File: config.mk
export PLATFORM = sky130hd
export DESIGN_NAME = parallel_to_serial_stream
export DESIGN_NICKNAME = d
export VERILOG_FILES = /design/src/rtl/parallel_to_serial_stream_pkg.sv /design/src/rtl/parallel_to_serial_stream.sv
export SDC_FILE = /design/constraint.sdc
export NUM_CORES = 1
export LEC_CHECK = 0
export ABC_AREA = 1
export CAP_MARGIN = 0
export CORE_MARGIN = 2
export CORE_UTILIZATION = 51
export DETAILED_ROUTE_END_ITERATION = 6
export PLACE_DENSITY = 0.83
export SLEW_MARGIN = 15
export SYNTH_ARGS = -nofsm -noshare
export SYNTH_HDL_FRONTEND = slang
export SYNTH_SLANG_ARGS = --single-unit
File: constraint.sdc
create_clock -name clk -period 3.6 [get_ports clk]
set_clock_uncertainty 0.15 [all_clocks]
set_input_delay 0.72 -clock clk [delete_from_list [all_inputs] [get_ports clk]]
set_output_delay 0.72 -clock clk [all_outputs]
set_load 0.05 [all_outputs]
File: src/rtl/parallel_to_serial_stream_pkg.sv
// parallel_to_serial_stream_pkg: state encodings shared by serial stream producers and consumers
package parallel_to_serial_stream_pkg;
  typedef enum logic [1:0] {
    IDLE   = 2'd0,
    STREAM = 2'd1,
    DONE   = 2'd2
  } state_t;
endpackage

File: src/rtl/parallel_to_serial_stream.sv
// parallel_to_serial_stream: loads COUNT signed elements in parallel and emits one per beat with index/last/done
module parallel_to_serial_stream
  import parallel_to_serial_stream_pkg::*;
#(
  parameter int WIDTH       = 8,
  parameter int COUNT       = 8,
  parameter int INDEX_WIDTH = 3
) (
  input  logic                          clk,
  input  logic                          rst,
  input  logic                          load,
  input  logic [COUNT*WIDTH-1:0]        in,
  input  logic                          hold,
  output logic                          enable,
  output logic signed [WIDTH-1:0]       out,
  output logic [INDEX_WIDTH-1:0]        index,
  output logic                          last,
  output logic                          busy,
  output logic                          done
);
  localparam logic [INDEX_WIDTH-1:0] LAST_IDX = INDEX_WIDTH'(COUNT - 1);
  state_t r_state, w_next;
  logic [COUNT*WIDTH-1:0] r_buf;
  logic [INDEX_WIDTH-1:0] r_cnt;
  logic w_beat, w_last_beat;
  always_comb begin
    w_beat      = (r_state == STREAM) && !hold;
    w_last_beat = w_beat && (r_cnt == LAST_IDX);
    w_next      = (r_state == IDLE)   ? (load ? STREAM : IDLE) :
                  (r_state == STREAM) ? (w_last_beat ? DONE : STREAM) :
                  (done ? IDLE : DONE);
  end
  always_ff @(posedge clk or posedge rst)
    if (rst) r_state <= IDLE;
    else     r_state <= w_next;
  // DONE spans the pulse cycle plus the cycle that retires busy
  always_ff @(posedge clk or posedge rst) begin
    if (rst) begin
      enable <= 1'b0;
      out    <= '0;
      index  <= '0;
      last   <= 1'b0;
      busy   <= 1'b0;
      done   <= 1'b0;
      r_buf  <= '0;
      r_cnt  <= '0;
    end else begin
      enable <= w_beat;
      last   <= w_last_beat;
      done   <= (r_state == DONE) && !done;
      busy   <= (r_state == IDLE) ? load : !((r_state == DONE) && done);
      if ((r_state == IDLE) && load) begin
        r_buf <= in;
        r_cnt <= '0;
      end
      if (w_beat) begin
        out   <= r_buf[r_cnt*WIDTH +: WIDTH];
        index <= r_cnt;
        if (!w_last_beat) r_cnt <= r_cnt + 1'b1;
      end
    end
  end
endmodule

==> results.toml <==
[setup_path]
timing.critical_path.cells = "clkdlybuf4s50_1"
crit_path_top_delay_cell = "clkdlybuf4s50_1"
critical_path.startpoint_type = "flip-flop"
critical-path-max-stage-delay_ns = 0.82
regToRegStartpoint = "r_cnt[0]$_DFF_PP0_"
critPathCaptureType = "primary output"
worstPathMaxFanout = 2
worstPathBufferInverterCount = 1
critPathRequiredTime_ns = 2.73
timing.critical_path.max_delay_family = "buffers and inverters"
arrival_ns = 1.57
critPathKind = "flip-flop to primary output"
critical_path.startpoint = "out[3]$_DFFE_PP0N_"

[outcome]
status = "complete, no violations"

[global_routing]
via_count_of_the_first_global_routing_pass = 3079
antenna_found_initial = 0
grt_max_degree = 134
first_pass_grt_wire_length_mm = 14.4
grt_use_total_pct = 22.1
grt-ovfl-total = 0

[pwr]
switching_share_pct = 40.7
comb_power_share_pct = 41.0
total_power_w = 0.00397
internal_power_w = 0.00235
cellLeakagePower_nw = 2.45
power.share.clock_pct = 17.9
switching_power_w = 0.00161
powerDensity_mw_per_mm2 = 816
ir_worst_vdd_v = 0.000412
share_seq_of_total_power_pct = 41.1

[floorplanning]
die_h_um = 90.5
io-pin-count = 83
effective_utilization_at_floorplan_pct = 52.6
total_die_area_mm2 = 0.00819
horizontal_extent_of_the_die_um = 90.5
design.core.area_mm2 = 0.00725
rows = 31

[clock_network]
cts_post_setup_buffers_inserted = 0
hold_buffers = 0
clkSinkCount = 84
clk_path_buf_depth = 2
post_cts_resize_count = 0
cts_buffers = 9
tritoncts = "done"
clock_insertion_delay_worst_skew_ns = 0.35
clockRootBuffer = "clkbuf_8"
htree_num_levels = 3
clkSlewWorstSetupHoldPaths_ns = 0.08

[sta]
maxClockFrequency_mhz = 410
final_max_slew_viol_count = 0
report.final.hold_viol_count = 0
max-slew-margin-rel_pct = 43.9
final_min_period_over_clock_period_pct = 67.8
worstMarginPinSlew_ns = 0.842
setup_tns_ns = 0
rsz0062_at_grt = "no"
final.setup.worst_slack_ns = 1.16
period_minus_slack_ns = 2.44
final_report_setup_violation_count = 0

[yosys]
synth_top_area_cell = "dfrtp_1"
synthCells = 475
synth_most_common_cell = "nand2_1"
synth.net_count = 545
synth.distinct_cells = 18
synth_sequential_area_ratio_pct = 55.1
yosys-top-cells-count = "nand2_1 (129), dfrtp_1 (84), inv_1 (69)"
synth-seq-cells = 84
ys_top_cells_by_area = "dfrtp_1 (55%), nand2_1 (13%), nand3_1 (7.1%)"
synth.avg_cell_area_um2 = 8.04
post_synth_instance_area_mm2 = 0.00382
synthArstFlopShare_pct = 100
edff_count_synth = 0
synthesis.yosys.warnings = 0
post-synth-top-area-fraction_pct = 55.1
top_flip_flop_cell_by_instance_count_after_synthesis = "dfrtp_1"

[cells_and_area]
multiInputGateArea_mm2 = 0.00130
n_fill_cell = 612
final_net_count = 617
final_cell_area_mm2 = 0.00486
ff_latch_area_mm2 = 0.00210
layoutNonFillerInstCount = 649
syn2layout_area_growth_pct = 27.4
num_antenna_cells = 0
final_layout_size_suffix_gt1_share_pct = 4.91

[drt]
drt-vias-per-instance = 4.99
total_routed_wirelength_mm = 8.52
wire_per_inst_um = 13.1
routed-via-count = 3236
ant_nets = 0
detail_route.drc_violations = 0
first_iter_violations = 258
dr.pass1.iters = 5

[placement]
cell_total_after_placement = 635
dp_hpwl_mm = 5.97
port-buffer-count = 82
globalplace.congestion = 0.859
placedInstanceArea_mm2 = 0.00465
preCtsSetupSlack_ns = 0.916

[run]
maximum_capacitance_violations = 0

[hold_path]
worstHoldStart = "r_buf[62]$_DFFE_PP0P_"
worst_hold_path_type = "flip-flop to flip-flop"
==> cell families after synthesis <==
| logic type | Yosys count | share of synthesized area, % |
|---|---|---|
| simple gates | 222 | 24.4 |
| buf+inv | 98 | 10.8 |
| flops | 84 | 55.1 |
| compound gates | 69 | 9.05 |
| fa+ha+maj | 2 | 0.655 |
==> flip-flops by register name, summed over array words and instances, names as in the netlist <==
register / count
r_buf: 64
r_cnt: 3
last: 1
enable: 1
busy: 1
done: 1
out: 8
r_state: 2
index: 3
==> cell usage in the layout, fill, tap and decap left out <==
cell type	instances
a21oi_1	32
buf_4	3
buf_6	1
bufinv_16	2
clkbuf_1	2
clkbuf_8	10
clkdlybuf4s50_1	82
clkinv_2	1
dfrtp_1	84
ha_1	2
inv_1	68
inv_2	4
nand2_1	129
nand3_1	54
nand3_2	1
nand3_4	1
nor2_1	33
nor2_2	3
o21ai_0	32
o21ai_1	5
or2_2	1
==> routing by layer <==
layer  up-vias  part of all wire, %  GRT usage (%)
met2        89                   49           35.1
met4         0                  2.1           9.23
met3        15                  4.4           4.17
li1       1605                    -              -
met5         -                    0              0
met1      1527                   45           30.0
==> layout make-up <==
class / instances / share of cell area (%)
Clock buffer: 12 / 2.99
Sequential cell: 84 / 43.2
Timing Repair Buffer: 86 / 17.6
Clock inverter: 2 / 1.24
Tap cell: 99 / 2.55
Inverter: 73 / 5.66
Multi-Input combinational cell: 293 / 26.8
==> final timing paths <==
check | to | slack, ns | depth (start not counted)
max | out[3] | 1.16 | 1
max reg2reg | out[3]$_DFFE_PP0N_ | 1.58 | 6
max in group asynchronous | r_buf[50]$_DFFE_PP0P_ | 1.95 | 3
min in group asynchronous | index[1]$_DFFE_PP0N_ | 0.58 | 2
min | r_buf[62]$_DFFE_PP0P_ | 0.34 | 2
min reg2reg | r_buf[62]$_DFFE_PP0P_ | 0.34 | 2
==> power groups by stage <==
stage | sequential (W) | clock (W) | combinational (W)
after global routing | 0.00168 | 0.000761 | 0.00182
after CTS | 0.00163 | 0.000723 | 0.00164
final | 0.00163 | 0.000711 | 0.00163
after floorplan | 0.00178 | 0 | 0.00102
after global placement | 0.00163 | 0 | 0.00157
after detailed placement | 0.00165 | 0 | 0.00163
==> per-stage QoR <==
stage | utilization, % | hold WS, ns
2_1_floorplan | - | 0.303
3_3_place_gp | 64.2 | 0.316
3_5_place_dp | 64.2 | 0.324
4_1_cts | 67.0 | 0.343
5_1_grt | 67.0 | 0.358
6_report | 67.0 | 0.340
Power figures use the tool's default switching activity.
